===== src/rtl/multicycle_control_pkg.sv =====
// Shared encodings for the multi-cycle MIPS controller: states, ALU ops, opcodes/functs
// and the packed control word driven onto the datapath.
package multicycle_control_pkg;

    localparam int unsigned STATE_W = 4;

    localparam logic [3:0] S_IDLE      = 4'd0;
    localparam logic [3:0] S_FETCH     = 4'd1;
    localparam logic [3:0] S_DECODE    = 4'd2;
    localparam logic [3:0] S_MEM_ADDR  = 4'd3;
    localparam logic [3:0] S_MEM_READ  = 4'd4;
    localparam logic [3:0] S_MEM_WB    = 4'd5;
    localparam logic [3:0] S_MEM_WRITE = 4'd6;
    localparam logic [3:0] S_EXEC_R    = 4'd7;
    localparam logic [3:0] S_WB_R      = 4'd8;
    localparam logic [3:0] S_EXEC_I    = 4'd9;
    localparam logic [3:0] S_WB_I      = 4'd10;
    localparam logic [3:0] S_BRANCH    = 4'd11;
    localparam logic [3:0] S_JUMP      = 4'd12;
    localparam logic [3:0] S_FAULT     = 4'd13;

    localparam logic [2:0] ALU_NOP  = 3'd0;
    localparam logic [2:0] ALU_ADD  = 3'd1;
    localparam logic [2:0] ALU_SUB  = 3'd2;
    localparam logic [2:0] ALU_AND  = 3'd3;
    localparam logic [2:0] ALU_OR   = 3'd4;
    localparam logic [2:0] ALU_SLT  = 3'd5;
    localparam logic [2:0] ALU_SLTU = 3'd6;

    localparam logic [5:0] OP_RTYPE = 6'h00;
    localparam logic [5:0] OP_J     = 6'h02;
    localparam logic [5:0] OP_BEQ   = 6'h04;
    localparam logic [5:0] OP_BNE   = 6'h05;
    localparam logic [5:0] OP_ADDI  = 6'h08;
    localparam logic [5:0] OP_ORI   = 6'h0D;
    localparam logic [5:0] OP_LW    = 6'h23;
    localparam logic [5:0] OP_SW    = 6'h2B;

    localparam logic [5:0] FN_ADD  = 6'h20;
    localparam logic [5:0] FN_ADDU = 6'h21;
    localparam logic [5:0] FN_SUB  = 6'h22;
    localparam logic [5:0] FN_SUBU = 6'h23;
    localparam logic [5:0] FN_AND  = 6'h24;
    localparam logic [5:0] FN_OR   = 6'h25;
    localparam logic [5:0] FN_SLT  = 6'h2A;
    localparam logic [5:0] FN_SLTU = 6'h2B;

    typedef struct packed {
        logic       mem_req;
        logic       mem_we;
        logic       iord;
        logic       irwrite;
        logic       pcwrite;
        logic       pcwritecond;
        logic       branchne;
        logic [1:0] pcsource;
        logic       alusrca;
        logic [1:0] alusrcb;
        logic       extop;
        logic [2:0] alu_op;
        logic       regdst;
        logic       memtoreg;
        logic       regwrite;
        logic       retired;
        logic       fault;
    } ctrl_t;

endpackage


===== src/rtl/multicycle_control_alu_op_decode.sv =====
// R-type funct to ALU operation map; legal_c drops for any funct the datapath cannot execute.
module alu_op_decode
    import multicycle_control_pkg::*;
#(
    parameter int unsigned ALUOP_W = 3
) (
    input  logic [5:0]         funct,
    output logic [ALUOP_W-1:0] alu_op_c,
    output logic               legal_c
);

    always_comb begin
        alu_op_c = '0;
        legal_c  = 1'b1;
        case (funct)
            FN_ADD, FN_ADDU: alu_op_c = ALUOP_W'(ALU_ADD);
            FN_SUB, FN_SUBU: alu_op_c = ALUOP_W'(ALU_SUB);
            FN_AND:          alu_op_c = ALUOP_W'(ALU_AND);
            FN_OR:           alu_op_c = ALUOP_W'(ALU_OR);
            FN_SLT:          alu_op_c = ALUOP_W'(ALU_SLT);
            FN_SLTU:         alu_op_c = ALUOP_W'(ALU_SLTU);
            default:         legal_c  = 1'b0;
        endcase
    end

endmodule


===== src/rtl/multicycle_control.sv =====
// Multi-cycle MIPS main controller with variable-latency memory handshake,
// optional wait timeout, optional bne and a sticky fault state.
module multicycle_control
    import multicycle_control_pkg::*;
#(
    parameter int unsigned ALUOP_W     = 3,
    parameter int unsigned MEM_TIMEOUT = 0,
    parameter bit          ENABLE_BNE  = 1'b1
) (
    input  logic               clk,
    input  logic               rst,
    input  logic [31:0]        inst,
    input  logic               mem_ready,
    output logic               mem_req,
    output logic               mem_we,
    output logic               IorD,
    output logic               IRWrite,
    output logic               PCWrite,
    output logic               PCWriteCond,
    output logic               BranchNe,
    output logic [1:0]         PCSource,
    output logic               ALUSrcA,
    output logic [1:0]         ALUSrcB,
    output logic               ExtOp,
    output logic [ALUOP_W-1:0] alu_op,
    output logic               RegDst,
    output logic               MemtoReg,
    output logic               RegWrite,
    output logic               retired,
    output logic               fault,
    output logic [3:0]         state_o
);

    localparam int unsigned CNT_W = (MEM_TIMEOUT > 0) ? $clog2(MEM_TIMEOUT + 1) : 1;

    logic [STATE_W-1:0] state_q, state_d;
    logic [CNT_W-1:0]   cnt_q;
    logic [5:0]         opcode, funct;
    logic [2:0]         r_op;
    logic               r_legal;
    logic               timeout_c;
    ctrl_t              c;

    assign opcode    = inst[31:26];
    assign funct     = inst[5:0];
    assign timeout_c = (MEM_TIMEOUT != 0) && (cnt_q == CNT_W'(MEM_TIMEOUT));

    alu_op_decode #(.ALUOP_W(3)) u_alu_op_decode (
        .funct    (funct),
        .alu_op_c (r_op),
        .legal_c  (r_legal)
    );

    always_ff @(posedge clk) begin
        if (rst) state_q <= S_IDLE;
        else     state_q <= state_d;
    end

    // Wait counter restarts on every state change, so each memory access gets a full budget.
    always_ff @(posedge clk) begin
        if (rst)                                          cnt_q <= '0;
        else if (state_d != state_q)                      cnt_q <= '0;
        else if ((MEM_TIMEOUT != 0) && c.mem_req && !mem_ready) cnt_q <= cnt_q + CNT_W'(1);
    end

    always_comb begin
        state_d = state_q;
        c       = '0;
        case (state_q)
            S_IDLE: state_d = S_FETCH;
            S_FETCH: begin
                c.mem_req = 1'b1;
                c.alusrcb = 2'b01;
                c.alu_op  = ALU_ADD;
                c.irwrite = mem_ready;
                c.pcwrite = mem_ready;
                if (mem_ready)      state_d = S_DECODE;
                else if (timeout_c) state_d = S_FAULT;
            end
            S_DECODE: begin
                c.alusrcb = 2'b11;
                c.extop   = 1'b1;
                c.alu_op  = ALU_ADD;
                if (inst == 32'h0) begin
                    c.retired = 1'b1;
                    state_d   = S_FETCH;
                end else begin
                    case (opcode)
                        OP_RTYPE:     state_d = r_legal ? S_EXEC_R : S_FAULT;
                        OP_LW, OP_SW: state_d = S_MEM_ADDR;
                        OP_ADDI, OP_ORI: state_d = S_EXEC_I;
                        OP_BEQ:       state_d = S_BRANCH;
                        OP_BNE:       state_d = ENABLE_BNE ? S_BRANCH : S_FAULT;
                        OP_J:         state_d = S_JUMP;
                        default:      state_d = S_FAULT;
                    endcase
                end
            end
            S_MEM_ADDR: begin
                c.alusrca = 1'b1;
                c.alusrcb = 2'b10;
                c.extop   = 1'b1;
                c.alu_op  = ALU_ADD;
                state_d   = (opcode == OP_LW) ? S_MEM_READ : S_MEM_WRITE;
            end
            S_MEM_READ: begin
                c.mem_req = 1'b1;
                c.iord    = 1'b1;
                if (mem_ready)      state_d = S_MEM_WB;
                else if (timeout_c) state_d = S_FAULT;
            end
            S_MEM_WB: begin
                c.memtoreg = 1'b1;
                c.regwrite = 1'b1;
                c.retired  = 1'b1;
                state_d    = S_FETCH;
            end
            S_MEM_WRITE: begin
                c.mem_req = 1'b1;
                c.mem_we  = 1'b1;
                c.iord    = 1'b1;
                c.retired = mem_ready;
                if (mem_ready)      state_d = S_FETCH;
                else if (timeout_c) state_d = S_FAULT;
            end
            S_EXEC_R: begin
                c.alusrca = 1'b1;
                c.alu_op  = r_op;
                state_d   = S_WB_R;
            end
            S_WB_R: begin
                c.regdst   = 1'b1;
                c.regwrite = 1'b1;
                c.retired  = 1'b1;
                state_d    = S_FETCH;
            end
            S_EXEC_I: begin
                c.alusrca = 1'b1;
                c.alusrcb = 2'b10;
                c.extop   = (opcode == OP_ADDI);
                c.alu_op  = (opcode == OP_ADDI) ? ALU_ADD : ALU_OR;
                state_d   = S_WB_I;
            end
            S_WB_I: begin
                c.regwrite = 1'b1;
                c.retired  = 1'b1;
                state_d    = S_FETCH;
            end
            S_BRANCH: begin
                c.alusrca     = 1'b1;
                c.alu_op      = ALU_SUB;
                c.pcwritecond = 1'b1;
                c.pcsource    = 2'b01;
                c.branchne    = (opcode == OP_BNE);
                c.retired     = 1'b1;
                state_d       = S_FETCH;
            end
            S_JUMP: begin
                c.pcwrite  = 1'b1;
                c.pcsource = 2'b10;
                c.retired  = 1'b1;
                state_d    = S_FETCH;
            end
            S_FAULT: c.fault = 1'b1;
            default: state_d = S_FAULT;
        endcase
    end

    assign mem_req     = c.mem_req;
    assign mem_we      = c.mem_we;
    assign IorD        = c.iord;
    assign IRWrite     = c.irwrite;
    assign PCWrite     = c.pcwrite;
    assign PCWriteCond = c.pcwritecond;
    assign BranchNe    = c.branchne;
    assign PCSource    = c.pcsource;
    assign ALUSrcA     = c.alusrca;
    assign ALUSrcB     = c.alusrcb;
    assign ExtOp       = c.extop;
    assign alu_op      = ALUOP_W'(c.alu_op);
    assign RegDst      = c.regdst;
    assign MemtoReg    = c.memtoreg;
    assign RegWrite    = c.regwrite;
    assign retired     = c.retired;
    assign fault       = c.fault;
    assign state_o     = state_q;

endmodule

===== config.mk =====
export PLATFORM = sky130hd
export DESIGN_NAME = multicycle_control
export DESIGN_NICKNAME = d
export VERILOG_FILES = /design/src/rtl/multicycle_control_pkg.sv /design/src/rtl/multicycle_control_alu_op_decode.sv /design/src/rtl/multicycle_control.sv
export SDC_FILE = /design/constraint.sdc
export NUM_CORES = 1
export LEC_CHECK = 0
export ABC_AREA = 0
export ABC_CLOCK_PERIOD_IN_PS = 2500
export BUFFER_PORTS_ARGS = -buffer_cell sky130_fd_sc_hd__buf_2
export CORE_MARGIN = 4
export CORE_UTILIZATION = 43
export CTS_BUF_LIST = sky130_fd_sc_hd__clkbuf_8
export DETAILED_ROUTE_END_ITERATION = 16
export PLACE_DENSITY = 0.86
export SLEW_MARGIN = 20
export SYNTH_ARGS = -nofsm -noshare
export SYNTH_HDL_FRONTEND = slang
export SYNTH_SLANG_ARGS = --single-unit

===== constraint.sdc =====
create_clock -name clk -period 2.5 [get_ports clk]
set_input_delay 0.5 -clock clk [delete_from_list [all_inputs] [get_ports clk]]
set_output_delay 0.5 -clock clk [all_outputs]
set_load 0.005 [all_outputs]

; Yosys cells after proc, flatten, opt, wreduce, memory -nomap -nowiden
; Cells that the tools add are included.
[totals]
elab_cells = 80
output_inout_bits = 25
input_bits = 35
ff_bits = 4
[classes]
n_mux = 28
reduce_logical = 19
eq_ne = 31
n_bitwise = 1
[op_table]
columns = operator, n
row1 = "equality test 6 bit, second input constant", 10
row2 = case mux 4 bit (9 select lines), 1
row3 = logical NOT 32 bit, 1
row4 = "equality test 4 bit, second input constant", 6
row5 = 2-to-1 mux 4 bit, 5
row6 = case mux 4 bit (5 select lines), 1
row7 = case mux 3 bit (6 select lines), 1
row8 = "equality test 4 x 3 -> 1 bit, second input constant", 4
row9 = OR reduction 2 bit, 8
row10 = "equality test 6 x 3 -> 1 bit, second input constant", 2
row11 = "equality test 6 x 4 -> 1 bit, second input constant", 2
row12 = case mux 3 bit (4 select lines), 1
row13 = 2-to-1 mux 1 bit, 11
row14 = OR reduction 3 bit, 3
row15 = "equality test 4 x 2 -> 1 bit, second input constant", 2
row16 = OR reduction 8 bit, 1
row17 = "equality test 6 x 2 -> 1 bit, second input constant", 1
row18 = logical NOT 6 bit, 1
row19 = "!= test 2 bit, second input constant", 3
row20 = case mux 2 bit (3 select lines), 1
row21 = OR reduction 6 bit, 1
row22 = OR reduction 5 bit, 1
row23 = "equality test 4 x 1 -> 1 bit, second input constant", 1
row24 = logical NOT 4 bit, 1
row25 = 8 further kinds, 10

; Logic depth before layout (Yosys ltp)
[logic_depth]
ltp_word = 7
ltp_mapped = 6
mapped_depth_nobuf = 5

; Cells and area by module
; Synthesis repeated with hierarchy kept, for this count alone.
[hier_totals]
cells_unflattened = 128
area_unflattened_um2 = 823.3
[modules_own_cells]
columns = module, area_per_inst_um2, instances, cells_each, seq_area_each_um2
row1 = multicycle_control, 743.2, 1, 114, 80.1
row2 = alu_op_decode, 80.1, 1, 14, 0.0

; Least setup slack after synthesis
; OpenSTA, ideal clock, no wires.
[synth_timing]
kind = input to output
start = in inst[26]
end = out retired
setup_slack_ns = 0.298
n_path_buf = 0
t_required_ns = 2.000
stages = 5
arrival_time_ns = 1.702
cell_sequence = or4_4 > or3_1 > nor3_1 > nand2_1 > o21ai_0
[synth_between]
elab_chain_cells = 3
[synth_lines]
columns = item, line
row1 = from (decl), multicycle_control.sv:12  ; input logic [31:0] inst,
row2 = logical NOT 32 bit, multicycle_control.sv:84  ; if (inst == 32'h0) begin
row3 = 2-to-1 mux 1 bit, multicycle_control.sv:84
row4 = case mux 1 bit (3 select lines), multicycle_control.sv:69  ; case (state_q)
row5 = to (decl), multicycle_control.sv:29  ; output logic retired,
; Every way passes these cells.

; Final worst setup path
; Ends and elaborated chain as after synthesis.

==> results.sh <==
export IMPL_cts_setup_buffers=0
export IMPL_cts_tree="yes"
export IMPL_grt_pass1_wl_mm=4.974
export IMPL_synthToLayoutAreaGrowth_pct=43.81
export IMPL_grt_start_max_net_pins=26
export IMPL_finalCritPeriodShare_pct=97.59
export IMPL_status="completed"
export IMPL_cts_sinks=4
export IMPL_power_density_mw_per_mm2=856.2
export IMPL_ys_async_sr_fraction_pct=0
export IMPL_nFillCells=193
export IMPL_final_cells=228
export IMPL_drt_total_wl_mm=3.276
export IMPL_startpoint_type="primary input"
export IMPL_synth_edf_count=0
export IMPL_ff2ff_path_depth=5
export IMPL_cts_hold_buf=0
export IMPL_dp_cells=225
export IMPL_yosys_area_share_simple_pct=47.65
export IMPL_min_period_ps=2440
export IMPL_use_met1_pct=27.64
export IMPL_met2_usage_pct=41.43
export IMPL_diodes=0
export IMPL_synthDistinctLibCells=45
export IMPL_place_congestion=0.9625
export IMPL_synthCells=138
export IMPL_synth_top_family_by_area="simple AND/OR/NAND/NOR gates"
export IMPL_final_cell_area_sq_mm=0.001265
export IMPL_largest_reg_flops=4
export IMPL_synth_fa_ha_area_share_pct=0
export IMPL_p_leak_nw=0.6380
export IMPL_critPathCaptureType="output port"
export IMPL_hold_depth=2
export IMPL_ys_seq_area_share_pct=9.104
export IMPL_ys_flop_type="dfxtp_1"
export IMPL_irDropWorstVdd_v=0.0005783
export IMPL_routedWlPerCell_microns=14.37
export IMPL_final_net_count=238
export IMPL_finalMaxSlewViolations=0
export IMPL_track_usage_pct=22.57
export IMPL_clockBufferDepth=2
export IMPL_coreArea_sq_mm=0.001962
export IMPL_ys_ff_latch=4
export IMPL_setup_tns_ps=0
export IMPL_rsz0062_at_grt="no"
export IMPL_hold_violations=0
export IMPL_chipHeight_microns=53.23
export IMPL_synthXorXnorAreaFrac_pct=0.9957
export IMPL_vias=1364
export IMPL_crit_required_ps=2000
export IMPL_hold_class="primary input to flip-flop"
export IMPL_cts_root_buf="clkbuf_8"
export IMPL_cts_buffers=3
export IMPL_grt_busiest_layer="met2"
export IMPL_critical_path_class="primary input to output port"
export IMPL_ff2ff_setup_slack_ps=320
export IMPL_synthesis_nets=173
export IMPL_ant_nets=0
export IMPL_whs_ps=484.9
export IMPL_skew_ps=2.175
export IMPL_hpwl_mm=2.574
export IMPL_cts_max_level=1
export IMPL_grt_overflow_total=0
export IMPL_row_count=16
export IMPL_crit_path_max_fanout=2
export IMPL_grt_pass1_vias=1217
export IMPL_numPortBuffers=59
export IMPL_initial_core_util_pct=44.83
export IMPL_synth_area_sq_um=879.6
export IMPL_die_x_microns=53.23
export IMPL_first_pass_iters=5
export IMPL_maxCapViolCount=0
export IMPL_arrival_ps=1940
export IMPL_cts_reportedPaths_clkPinSlew_ps=30
export IMPL_max_slew_margin_pct=45.54
export IMPL_fmax_mhz=409.9
export IMPL_drive_above_1_share_pct=41.79
export IMPL_placedInstanceArea_sq_mm=0.001207
export IMPL_globalRouteMet3Util_pct=1.972
export IMPL_worst_pin_slew_ps=815.7
export IMPL_synth_compound_area_share_pct=29.45
export IMPL_drc_errors=0
export IMPL_viasPerCell=5.982
export IMPL_yosys_mux_area_fraction_pct=2.418
export IMPL_insertion_delay_ps=210
export IMPL_synth_area_per_cell_sq_um=6.374
export IMPL_layout_setup_ws_ps=60.28
export IMPL_pre_cts_slack_ps=-77.68
export IMPL_setup_viol=0
export IMPL_io_pins=60
export IMPL_ys_warn_count=0
export IMPL_antenna_found_initial=0
export IMPL_die_area_sq_mm=0.002833
export IMPL_drtIter0Drc=58
-- cell type report --
type	count	area, sq um	share of cell area (%)
repair buffers	68	362.8	28.68
flip-flops and latches	4	80.08	6.330
multi-input cells	120	724.4	57.27
inverters	6	22.52	1.780
clock buffers	3	41.29	3.264
well taps	27	33.78	2.671
-- critical path, stage by stage --
cell     delay, ps
buf_2          110
or4_4          540
or3_4          370
nor3_4         140
nand2_1         70
o21ai_0         80
buf_2          140
-- path summary, 6_finish.rpt --
path                                 start         end
worst max-delay path              inst[26]     retired
worst min-delay path                   rst  state_o[0]
worst max register to register  state_o[2]  state_o[3]
worst min register to register  state_o[1]  state_o[1]
-- cells by family after synthesis --
kind of cell / Yosys count
DFF: 4
xor gates and xnor gates: 1
AOI/OAI and AO/OA: 37
buffers and inverters: 14
muxes: 2
and+or+nand+nor: 80
-- synth_stat cells (all sizes together) (3+ instances only) --
cell type,instances,share of area [%]
nor2,23,9.8
a21oi,9,5.1
o21ai,8,4.6
clkbuf,5,4.4
nand3,5,2.8
inv,6,2.6
nor2b,3,2.1
o22ai,3,2.1
nor4,5,3.6
nand4,3,2.1
dfxtp,4,9.1
buf,3,3.4
nand2,12,5.1
nor3,9,5.1
nand2b,4,2.8
-- metal layers --
layer | vias to the layer above | wire length (microns)
met5 | - | 0
met4 | 0 | 54
met3 | 7 | 361
met2 | 107 | 1631
met1 | 610 | 1228
li1 | 640 | -
-- cell usage in the layout (no fill, tap or decap), drive strengths merged, types with 3 or more instances in the layout --
cell / count
nand2: 12
nor2: 23
dfxtp: 4
nor2b: 3
nand3: 5
nand2b: 4
a21oi: 9
nand4: 3
nor4: 5
nor3: 9
inv: 6
o22ai: 3
buf: 68
o21ai: 8
clkbuf: 3
-- repair_timing --
item                       in CTS  in global routing
pin swaps                       1                  0
setup endpoints to repair       1                  1
resized for setup               1                  2
-- where the power goes --
part           internal [mW]  switching, mW  total, mW
clock                  0.103         0.0327      0.135
sequential            0.0939         0.0813      0.175
combinational          0.348          0.424      0.773
total                  0.545          0.538       1.08
-- metrics by stage --
stage,power [mW],util [%]
final,1.083,64.48
after global routing,1.171,64.48
after CTS,1.073,63.90
after detailed placement,0.9256,61.54
after global placement,0.9039,61.54
after floorplan,0.6405,-
No activity file was read; power rests on OpenSTA's default activity.
